**config.mk**
```make
export PLATFORM = sky130hd
export DESIGN_NAME = ram_arbiter
export DESIGN_NICKNAME = d
export VERILOG_FILES = /design/src/rtl/cpu_types_pkg.sv /design/src/rtl/ram_arbiter.sv
export SDC_FILE = /design/constraint.sdc
export NUM_CORES = 1
export LEC_CHECK = 0
export CORE_AREA = 5 5 194 196
export CTS_CLUSTER_SIZE = 24
export DETAILED_ROUTE_END_ITERATION = 10
export DIE_AREA = 0 0 199 201
export SETUP_SLACK_MARGIN = 0.5
export SYNTH_ARGS = -nofsm -noshare
export SYNTH_HDL_FRONTEND = slang
export SYNTH_SLANG_ARGS = --single-unit
```
**constraint.sdc**
```tcl
create_clock -name CLK -period 2.33 [get_ports CLK]
set_input_delay 0.3495 -clock CLK [delete_from_list [all_inputs] [get_ports CLK]]
set_output_delay 0.3495 -clock CLK [all_outputs]
set_load 0.01 [all_outputs]
```
**src/rtl/cpu_types_pkg.sv**
```systemverilog
// Shared CPU/memory-system types: the RAM handshake state seen by the arbiter.
package cpu_types_pkg;

    typedef enum logic [1:0] {
        FREE   = 2'd0,
        BUSY   = 2'd1,
        ACCESS = 2'd2,
        ERROR  = 2'd3
    } ramstate_t;

endpackage

```
**src/rtl/ram_arbiter.sv**
```systemverilog
// Round-robin arbiter sharing one single-ported RAM among NREQ requesters,
// with bounded burst locking and a registered one-cycle arbitration bubble.
module ram_arbiter
    import cpu_types_pkg::*;
#(
    parameter int NREQ    = 4,
    parameter int MAXLOCK = 8
) (
    input  logic                  CLK,
    input  logic                  nRST,
    input  logic [NREQ-1:0]       req_ren,
    input  logic [NREQ-1:0]       req_wen,
    input  logic [NREQ-1:0]       req_lock,
    input  logic [NREQ-1:0][31:0] req_addr,
    input  logic [NREQ-1:0][31:0] req_store,
    output logic [NREQ-1:0]       req_wait,
    output logic [NREQ-1:0][31:0] req_load,
    output logic [NREQ-1:0]       grant,
    output logic                  ramREN,
    output logic                  ramWEN,
    output logic [31:0]           ramaddr,
    output logic [31:0]           ramstore,
    input  logic [31:0]           ramload,
    input  ramstate_t             ramstate,
    output logic                  err
);

    localparam int            IW        = (NREQ > 1) ? $clog2(NREQ) : 1;
    localparam int            LW        = $clog2(MAXLOCK + 1);
    localparam logic [IW-1:0] LAST      = IW'(NREQ - 1);
    localparam logic [LW-1:0] LOCK_LAST = LW'(MAXLOCK - 1);

    typedef enum logic {
        ARB = 1'b0,
        OWN = 1'b1
    } state_t;

    state_t          r_state;
    logic [IW-1:0]   r_ptr;
    logic [IW-1:0]   r_owner;
    logic [LW-1:0]   r_lockcnt;

    logic [NREQ-1:0] w_req;
    logic            w_own_req;
    logic            w_burst_more;
    logic [IW-1:0]   w_next_ptr;
    logic [IW-1:0]   w_pick;
    logic [IW:0]     w_idx;

    assign w_req        = req_ren | req_wen;
    assign w_own_req    = w_req[r_owner];
    assign w_burst_more = req_lock[r_owner] && (r_lockcnt < LOCK_LAST);
    assign w_next_ptr   = (r_owner == LAST) ? '0 : r_owner + IW'(1);

    // Scan downward so the requester closest to r_ptr (smallest offset) wins.
    always_comb begin
        w_pick = r_ptr;
        w_idx  = '0;
        for (int k = NREQ - 1; k >= 0; k--) begin
            w_idx = {1'b0, r_ptr} + (IW + 1)'(k);
            if (w_idx >= (IW + 1)'(NREQ)) begin
                w_idx = w_idx - (IW + 1)'(NREQ);
            end
            if (w_req[w_idx[IW-1:0]]) begin
                w_pick = w_idx[IW-1:0];
            end
        end
    end

    always_ff @(posedge CLK or negedge nRST) begin
        if (!nRST) begin
            r_state   <= ARB;
            r_ptr     <= '0;
            r_owner   <= '0;
            r_lockcnt <= '0;
        end else begin
            case (r_state)
                ARB: begin
                    if (|w_req) begin
                        r_owner   <= w_pick;
                        r_lockcnt <= '0;
                        r_state   <= OWN;
                    end
                end
                OWN: begin
                    // An abort or RAM error both hand the slot to the next port.
                    if (!w_own_req || ramstate == ERROR) begin
                        r_ptr   <= w_next_ptr;
                        r_state <= ARB;
                    end else if (ramstate == ACCESS) begin
                        if (w_burst_more) begin
                            r_lockcnt <= r_lockcnt + LW'(1);
                        end else begin
                            r_ptr   <= w_next_ptr;
                            r_state <= ARB;
                        end
                    end
                end
                default: r_state <= ARB;
            endcase
        end
    end

    // RAM side follows the owner combinationally; the arbiter never latches addr/data.
    always_comb begin
        grant    = '0;
        req_wait = '1;
        req_load = '0;
        ramREN   = 1'b0;
        ramWEN   = 1'b0;
        ramaddr  = '0;
        ramstore = '0;
        err      = 1'b0;
        if (r_state == OWN) begin
            grant[r_owner]    = 1'b1;
            req_load[r_owner] = ramload;
            if (w_own_req) begin
                ramWEN            = req_wen[r_owner];
                ramREN            = req_ren[r_owner] & ~req_wen[r_owner];
                ramaddr           = req_addr[r_owner];
                ramstore          = req_store[r_owner];
                req_wait[r_owner] = (ramstate != ACCESS);
                err               = (ramstate == ERROR);
            end
        end
    end

endmodule

```
# Word-level counts from Yosys, hierarchy flattened
# Cells that the tools add are included.
[op_classes]
bitwise_logic = 7
eq_ne = 9
n_mux = 60
add_sub_neg = 9
n_lt_le_gt_ge = 11
reduce_logical = 9
[ops]
columns = ["cell", "n"]
rows = [
  ["$mux 32", 7],
  ["$and 128x128->128", 1],
  ["$bmux 32 s2", 2],
  ["$mux 128", 1],
  ["$demux 32 s2", 1],
  ["$mux 4", 7],
  ["$mux 2", 12],
  ["$mux 1", 19],
  ["$bmux 1 s2", 8],
  ["$lt 2x3->1 const B", 5],
  ["$ge 3x3->1 const B", 3],
  ["$or 4x4->4", 2],
  ["$pmux 4 s2", 1],
  ["$sub 2x1->2 const B", 4],
  ["$add 2x2->3 const B", 2],
  ["$eq 2x2->1 const B", 3],
  ["$ne 2x1->1 const B", 3],
  ["$ne 2x2->1 const B", 3],
  ["$add 4x1->4 const B", 1],
  ["$lt 4x3->1 const B", 1],
  ["$not 4->4", 1],
  ["$reduce_and 4->1", 1],
  ["$reduce_or 4->1", 1],
  ["$add 2x1->3 const B", 1],
  ["13 further kinds", 15],
]
[totals]
reg_bits = 9
elab_cells = 109
output_inout_bits = 203

# Depth between registers and ports, before layout
# Gate-level depths: netlist (run 1).
[logic_depth]
depth_word = 9
mapped_depth = 7
mapped_depth_nobuf = 5

# Least setup slack after synthesis (run 1)
# Ideal clock, no wire load.
[synth_timing]
path_type = "register -> output"
startpoint = "reg r_owner[0]"
endpoint = "out ramaddr[13]"
t_required_ns = 1.980
n_path_buf = 3
path_stages_with_launch = 8
path_slack_ns = 0.216
arrival_time_ns = 1.765
path_cell_list = "dfrtp_1 > buf_4 > inv_2 > mux4_2 > nand2b_4 > buf_6 > buf_6 > nor2b_1"
[synth_between]
elab_chain_len = 4
[synth_lines]
columns = ["element", "line_no", "rtl"]
rows = [
  ["start: declaration", "ram_arbiter.sv:40", "logic [IW-1:0] r_owner;"],
  ["start signal: assignment", "ram_arbiter.sv:80", "r_owner <= w_pick;"],
  ["$bmux 32 s2 / $bmux 1 s2 (equally long branches)", "ram_arbiter.sv:120, ram_arbiter.sv:51", ""],
  ["$mux 32 (implied by the code) / $mux 1 (equally long branches)", "ram_arbiter.sv:120, ram_arbiter.sv:51", ""],
  ["$mux 32 *", "ram_arbiter.sv:117", "if (w_own_req) begin"],
  ["$mux 32 *", "ram_arbiter.sv:114", "if (r_state == OWN) begin"],
  ["end: declaration", "ram_arbiter.sv:21", "output logic [31:0] ramaddr,"],
]
# Every way passes the cells marked *; elsewhere a longest branch is shown, timed or not. The select of a mux whose other input is x is not followed.

# Worst setup path after layout (run 1)
[layout_timing]
startpoint = "reg r_owner[0]"
endpoint = "out ramREN"
[layout_between]
elab_chain_len = 6
[layout_lines]
columns = ["element", "line_no", "rtl"]
rows = [
  ["$bmux 1 s2", "ram_arbiter.sv:119", "ramREN = req_ren[r_owner] & ~req_wen[r_owner];"],
  ["$mux 1 (implied by the code)", "ram_arbiter.sv:119", ""],
  ["$not 1->1", "ram_arbiter.sv:119", ""],
  ["$and 1x1->1", "ram_arbiter.sv:119", ""],
  ["$mux 1 *", "ram_arbiter.sv:117", ""],
  ["$mux 1 *", "ram_arbiter.sv:114", ""],
  ["end: declaration", "ram_arbiter.sv:19", "output logic ramREN,"],
]
# Marked as above.

==> results of run 1 <==
power by group through the flow:
| stage | clock, W | sequential (W) | combinational (W) |
|---|---|---|---|
| 5_1_grt | 0.000319 | 0.000322 | 0.0129 |
| 6_report | 0.000303 | 0.000315 | 0.0123 |
| 3_5_place_dp | 0 | 0.000318 | 0.00889 |
| 3_3_place_gp | 0 | 0.000317 | 0.00888 |
| 2_1_floorplan | 0 | 0.000255 | 0.00471 |
| 4_1_cts | 0.000307 | 0.000314 | 0.0111 |
layout by cell type (no fill, tap or decap), types with 18 or more instances in the layout:
cell,Yosys,final
sky130_fd_sc_hd__clkdlybuf4s50_1,0,295
sky130_fd_sc_hd__buf_6,3,141
sky130_fd_sc_hd__buf_2,8,79
sky130_fd_sc_hd__and3_4,0,72
sky130_fd_sc_hd__mux4_2,68,68
sky130_fd_sc_hd__and3_1,128,56
sky130_fd_sc_hd__buf_4,2,47
sky130_fd_sc_hd__nor2b_4,0,40
sky130_fd_sc_hd__buf_12,0,22
sky130_fd_sc_hd__nor2b_1,56,18
cell type report:
class,instances,area [um^2]
antenna,1,2.50
clock buffer,3,75.1
fill,3678,24500
tap,468,586
multi-input combinational,315,3900
inverter,6,25.0
clock inverter,1,5.00
timing repair buffer,634,6600
sequential,9,234
how the worst min path moves through the flow:
stage	to	slack, ps	depth (start not counted)
2_1_floorplan	r_lockcnt[0]	50	0
3_3_place_gp	r_lockcnt[3]	470	2
3_5_place_dp	r_lockcnt[3]	480	2
4_1_cts	r_lockcnt[1]	450	1
5_1_grt	r_lockcnt[1]	470	1
6_report	r_lockcnt[1]	430	1
stage by stage:
step	hold slack [ps]	setup TNS (ps)	cells	total power (W)
after global routing	470	-22600	1436	0.0136
final	430	-18130	1437	0.0129
after detailed placement	479	-39080	1349	0.00921
after CTS	454	-19690	1415	0.0118
after global placement	467	-37770	1349	0.00919
after floorplan	53.9	0	381	0.00497
cells by family after synthesis:
logic type / count (synthesis) / synth area share (%)
simple gates: 220 / 38.1
mux: 73 / 43.8
buf+inv: 57 / 7.06
compound gates: 17 / 3.08
flops: 9 / 6.23
fa+ha+maj: 5 / 1.73
state kept, by name (all words and copies together), names as in the netlist:
| name | count |
|---|---|
| r_lockcnt | 4 |
| r_owner | 2 |
| r_ptr | 2 |
| r_state | 1 |
worst max-delay path, cell delays in order (launching register included):
cell	delay, ps
sky130_fd_sc_hd__dfrtp_4	480
sky130_fd_sc_hd__inv_4	70
sky130_fd_sc_hd__mux4_2	510
sky130_fd_sc_hd__nand2b_4	200
sky130_fd_sc_hd__buf_6	130
sky130_fd_sc_hd__buf_12	120
sky130_fd_sc_hd__buf_16	130
sky130_fd_sc_hd__nor3b_4	310
sky130_fd_sc_hd__buf_6	150
what timing repair did:
item,CTS,global route
pin swaps,8,7
endpoints found under the setup margin,210,210
cloned,16,3
setup buffers,46,18
hold endpoints to repair,0,0
gates resized for setup,798,278
per-layer routing:
| layer | track usage (%) | up-vias | share of wire, % |
|---|---|---|---|
| met1 | 16.3 | 2925 | 38 |
| met4 | 2.42 | 0 | 1.5 |
| met3 | 3.34 | 28 | 8.2 |
| met2 | 24.4 | 301 | 53 |
| met5 | 0 | - | 0 |
| li1 | - | 2665 | - |
==> parameters.txt, run 1 <==
Parameter                              Value

Clocking
  TritonCTS clock tree    done
  Hold_buf cts    0
  Worst-path clk slew    40 ps
  Clock buffer depth    2
  Clock Sink Count    9
  Clk_lat worst skew    240 ps
  Clock tree root driver cell    sky130_fd_sc_hd__clkbuf_16
  H-tree level count    1
  Number of buffers created by CTS    3

Timing
  Measured slew at the worst slew-check pin    450 ps
  Unrepaired setup endpoints after global routing    true
  Max Fclk    372 MHz
  Smallest setup slack after layout    -357 ps
  Worst-case clock skew    4.35 ps
  Final critical-path share of the clock period    115%
  Max_slew headroom    between 60% and 70%
  Crit path time final    2690 ps
  Endpoints failing setup    91
  Count of final hold-check violations    0
  Final Max Tran Viols    0

GRT
  Wire length of the first global-routing pass    slightly above 40000 um
  Remaining global-route overflow    0
  Pin count of the biggest net entering global routing    65
  Vias in the first global route    5979
  Total routing resource utilization after global routing    13.5%
  Number of antenna violations at the first check in global routing    0

Drt
  Remaining antenna violation count    0
  Wire per inst    about 21 um
  Routed vias/inst    4.12
  1st-pass router iterations    4
  Number of design-rule violations left by the first detailed-router iteration    292
  Total via count in the routed design    around 6k
  Final routed wirelength across all metal layers    30100 um
  Post-detailed-route DRC marker count    0

Run status
  Status    finished, violations left
  Failing checks    setup timing

Power
  Sequential cell fraction of total power    under 10%
  Total power density per cell area    1130 nW/um^2
  Internal power    0.00778 W
  Share of total power in the clock network    2.3%
  Switching power share of the total    39.8%
  Standby leakage power    5.02 nW
  Maximum VDD drop    0.000499 V
  Sw power    0.00514 W
  Part of the power in combinational logic    95.2%

Die
  Die Footprint    between 30000 and 40000 um^2
  Initial core utilization    about a tenth
  Standard cell core area    35900 um^2
  Ports    507
  X dimension of the die    around 200 um
  Die height    roughly 200 um
  Number of core rows    70

Yosys
  Async set or reset register ratio after synthesis    100%
  Fraction of synthesized cell area taken by the top area cell type    42.3%
  Synth warnings    0
  Synth area leaders    sky130_fd_sc_hd__mux4_2, sky130_fd_sc_hd__and3_1, sky130_fd_sc_hd__nor2b_1, sky130_fd_sc_hd__dfrtp_1, sky130_fd_sc_hd__clkbuf_1
  Area leader, netlist    sky130_fd_sc_hd__mux4_2
  Most instantiated library cell after synthesis    sky130_fd_sc_hd__and3_1
  Library cells used by synthesis    38
  Instance count of the mapped netlist    between 300 and 400
  Top cells by instance count after synthesis    sky130_fd_sc_hd__and3_1, sky130_fd_sc_hd__mux4_2, sky130_fd_sc_hd__nor2b_1
  Mapped cell area    between 3000 and 4000 um^2
  Count of flip-flops with a built-in enable after synthesis    0
  Synthesized Nets    690
  Post-Syn Area per Cell    ~9.5 um^2
  Ys flop type    sky130_fd_sc_hd__dfrtp_1
  Register bit count reported by yosys    9
  Portion of the post-synthesis area used by sequential elements    ~6.2%

Job
  Maxcap violations    0

Cells and area
  Fraction of layout cells with a size suffix above 1    56.2%
  Net count reported at finish    approximately 1.3k
  Fin util    31.8%
  Post-route cell area    11400 um^2
  Area overhead of the layout relative to synthesis    216%

Setup path
  Crit Path Class    register to output port
  Endpoint of the worst setup timing path    ramREN
  Type of element capturing the critical path    output port
  CP startpoint    r_owner[0]
  Worst reg2reg setup slack    ~190 ps
  Origin of the critical flop-to-flop path    r_owner[0]
  Capture instance of the worst register-to-register path    r_ptr[0]
  Worst-path maximum fanout    4
  Depth of the worst register-to-register path    8
  Critical path launch point type    register
  Worst EP arrival    2340 ps
  Endpoint required time on the critical path    1980 ps

Worst hold path
  Hold WC Path Type    input pin to async pin

Placed design
  Worst setup timing slack at the placement stage    -640 ps
  Input/output buffers    506
  Gpl congestion    ~0.96
  Detail Placement HPWL    22100 um
  Post-detailed-placement cell area    roughly 9800 um^2
No activity file was read; power rests on OpenSTA's default activity.
==> run 2, diff against run 1 <==
--- a/config.mk
+++ b/config.mk
@@ -5,10 +5,14 @@
 export SDC_FILE = /design/constraint.sdc
 export NUM_CORES = 1
 export LEC_CHECK = 0
-export CORE_AREA = 5 5 194 196
+export CELL_PAD_IN_SITES_DETAIL_PLACEMENT = 0
+export CELL_PAD_IN_SITES_GLOBAL_PLACEMENT = 1
+export CORE_AREA = 5 5 192 194
+export CTS_CLUSTER_DIAMETER = 50
 export CTS_CLUSTER_SIZE = 24
 export DETAILED_ROUTE_END_ITERATION = 10
-export DIE_AREA = 0 0 199 201
+export DIE_AREA = 0 0 197 199
+export PLACE_DENSITY_LB_ADDON = 0.1
 export SETUP_SLACK_MARGIN = 0.5
 export SYNTH_ARGS = -nofsm -noshare
 export SYNTH_HDL_FRONTEND = slang
==> run 2 against run 1 <==
The flow still finishes with violations (setup timing). Clock skew fell by 0.78 ps. Design area grew 0.74%. Utilization is 1.0 points higher. Non-clock buffer count fell by 12. Combinational power about the same. Global-route usage up 2.9 points. Fmax increased by 8.0%. Worst setup slack improved by 200 ps. Routed wire length rose by 21%. Sequential cell count unchanged. Worst hold slack better by 10 ps. Critical endpoint is now ramaddr[13]. Highest routed layer unchanged.
==> parameters.txt, run 2 (same netlist as run 1, synthesis figures left out) <==
Parameter                              Value

Run status
  Status    finished, violations left
  Failing checks    setup timing

Setup path
  Endpoint required time on the critical path    1980 ps (about the same)
  Critical path's largest stage delay    510 ps (about the same)
  Critical path launch point type    register
  Type of element capturing the critical path    output port
  Worst EP arrival    2140 ps (-200 ps)
  Critical path cell sequence    inv_4, mux4_2, nand2b_4, buf_6, buf_12, buf_12, nor2b_4, buf_6
  Crit Path Class    register to output port
  Worst-path maximum fanout    8 (+4)
  Cell with the largest stage delay on the worst path    sky130_fd_sc_hd__mux4_2
  Depth of the worst register-to-register path    8 (unchanged)

Placed design
  Detail Placement HPWL    26800 um (+21%)
  Post-detailed-placement cell area    9750 um^2 (-0.17%)
  Input/output buffers    506 (unchanged)
  Worst setup timing slack at the placement stage    -623 ps (+16.4 ps)
  Gpl congestion    0.785 (-18%)

Cells and area
  Area overhead of the layout relative to synthesis    218%
  Commonest cells after routing, fill and taps aside    sky130_fd_sc_hd__clkdlybuf4s50_1, sky130_fd_sc_hd__buf_6, sky130_fd_sc_hd__and3_4, sky130_fd_sc_hd__mux4_2, sky130_fd_sc_hd__and3_1
  Most frequent standard cell in the layout excluding fill and tap cells    sky130_fd_sc_hd__clkdlybuf4s50_1
  Max reg flops    4 (unchanged)
  Post-route cell area    11500 um^2 (+0.74%)
  Fill count    3639 (-1.1%)
  Net count reported at finish    1266 (-0.94%)
  Top Registers    r_lockcnt: 4 flops, r_owner: 2 flops, r_ptr: 2 flops
  Most flop-heavy register    r_lockcnt
  Fraction of layout cells with a size suffix above 1    54.8% (-1.4 points)

Die
  Number of core rows    69 (-1.4%)
  Ports    507 (unchanged)
  X dimension of the die    197 um (-1.0%)
  Standard cell core area    35100 um^2 (-2.4%)
  Die height    199 um (-1.0%)
  Initial core utilization    10.3% (+0.25 points)
  Die Footprint    39200 um^2 (-2.0%)

Worst hold path
  Hold WC Path Type    input pin to async pin

Clocking
  Clock tree root driver cell    sky130_fd_sc_hd__clkbuf_16
  Clk_lat worst skew    230 ps (about the same)
  Clock Sink Count    9 (unchanged)
  Worst-path clk slew    40 ps (about the same)
  Number of buffers created by CTS    3 (unchanged)
  Clock buffer depth    2 (unchanged)
  TritonCTS clock tree    done
  H-tree level count    1 (unchanged)
  Hold_buf cts    0 (unchanged)

GRT
  Number of antenna violations at the first check in global routing    8 (+8)
  Remaining global-route overflow    0 (unchanged)
  Pin count of the biggest net entering global routing    110 (+69%)
  Total routing resource utilization after global routing    16.4% (+2.9 points)
  Vias in the first global route    5846 (-2.2%)
  Wire length of the first global-routing pass    46800 um (+14%)

Timing
  Worst hold margin    441 ps (+10.4 ps)
  Worst-case clock skew    3.57 ps (-0.775 ps)
  Crit path time final    2490 ps (-198 ps)
  Final Max Tran Viols    0 (unchanged)
  Count of final hold-check violations    0 (unchanged)
  Smallest setup slack after layout    -159 ps (+198 ps)
  Endpoints failing setup    114 (+25%)
  Max_slew headroom    68.7% (-1.2 points)
  Measured slew at the worst slew-check pin    468 ps (+17.6 ps)
  Final critical-path share of the clock period    107% (-8.5 points)
  Unrepaired setup endpoints after global routing    true
  Max Fclk    402 MHz (+8.0%)

Power
  Standby leakage power    5.00 nW (-0.48%)
  Maximum VDD drop    0.000747 V (+50%)
  Total power density per cell area    1140 nW/um^2 (+0.92%)
  Total design power    0.0131 W (+1.7%)

Drt
  1st-pass router iterations    4 (unchanged)
  Total via count in the routed design    5773 (-2.5%)
  Number of design-rule violations left by the first detailed-router iteration    179 (-39%)
  Wire per inst    25.5 um (+22%)
  Final routed wirelength across all metal layers    36300 um (+21%)
  Remaining antenna violation count    0 (unchanged)
  Routed vias/inst    4.06 (-1.5%)
  Post-detailed-route DRC marker count    0 (unchanged)

Job
  Maxcap violations    0 (unchanged)
run 2: routing by layer:
| layer | up-vias | global-route usage, % | share of wire, % | wire, um |
|---|---|---|---|---|
| met5 | - | 0 | 0 | 0 |
| met4 | 0 | 1.85 | 1.4 | 498 |
| met3 | 25 | 3.07 | 5.7 | 2050 |
| met2 | 231 | 31.3 | 55 | 19900 |
| met1 | 2860 | 19.7 | 38 | 13800 |
| li1 | 2657 | - | - | - |
run 2: final timing paths:
check | from | end | slack [ps]
worst max-delay path | r_owner[0] | ramaddr[13] | -160
min in group CLK | r_lockcnt[3] | r_lockcnt[3] | 480
max in group asynchronous | nRST | r_owner[1] | 1530
worst min register to register | r_lockcnt[3] | r_lockcnt[3] | 480
worst min-delay path | nRST | r_lockcnt[3] | 440
worst max register to register | r_owner[0] | r_ptr[0] | 120
run 2: report_power, final:
group	total, W	internal, W	leakage [nW]	switching [W]
Combinational	0.0125	0.00742	4.85	0.00510
Sequential	0.000317	0.000227	0.111	0.0000902
Clock	0.000302	0.000229	0.0382	0.0000735
run 2: timing repair:
action	CTS	global route
buffers inserted	43	14
cloned	16	6
endpoints found under the setup margin	211	210
pin swaps	4	7
gates resized for setup	965	172
run 2: final cells by class:
type                            instances  area [um^2]  share of cell area, %
Antenna cell                            6         15.0                  0.130
Clock buffer                            4         78.8                  0.685
Inverter                                6         25.0                  0.217
Multi-Input combinational cell        315         3880                   33.7
Sequential cell                         9          234                   2.03
Tap cell                              461          577                   5.01
Timing Repair Buffer                  622         6700                   58.2
run 2: worst max-delay path, delay by kind of cell, from the launching register on:
kind / cells / cell delay [ps]
and+or+nand+nor: 2 / 320
DFF: 1 / 490
muxes: 1 / 510
buffers and inverters: 5 / 590
run 2: per-stage QoR:
stage / TNS [ps] / util, % / cells
3_3_place_gp: -37770 / 27.8 / 1334
5_1_grt: -15830 / 32.8 / 1420
3_5_place_dp: -39810 / 27.8 / 1334
4_1_cts: -7900 / 29.9 / 1397
6_report: -8240 / 32.8 / 1423
2_1_floorplan: 0 / - / 381
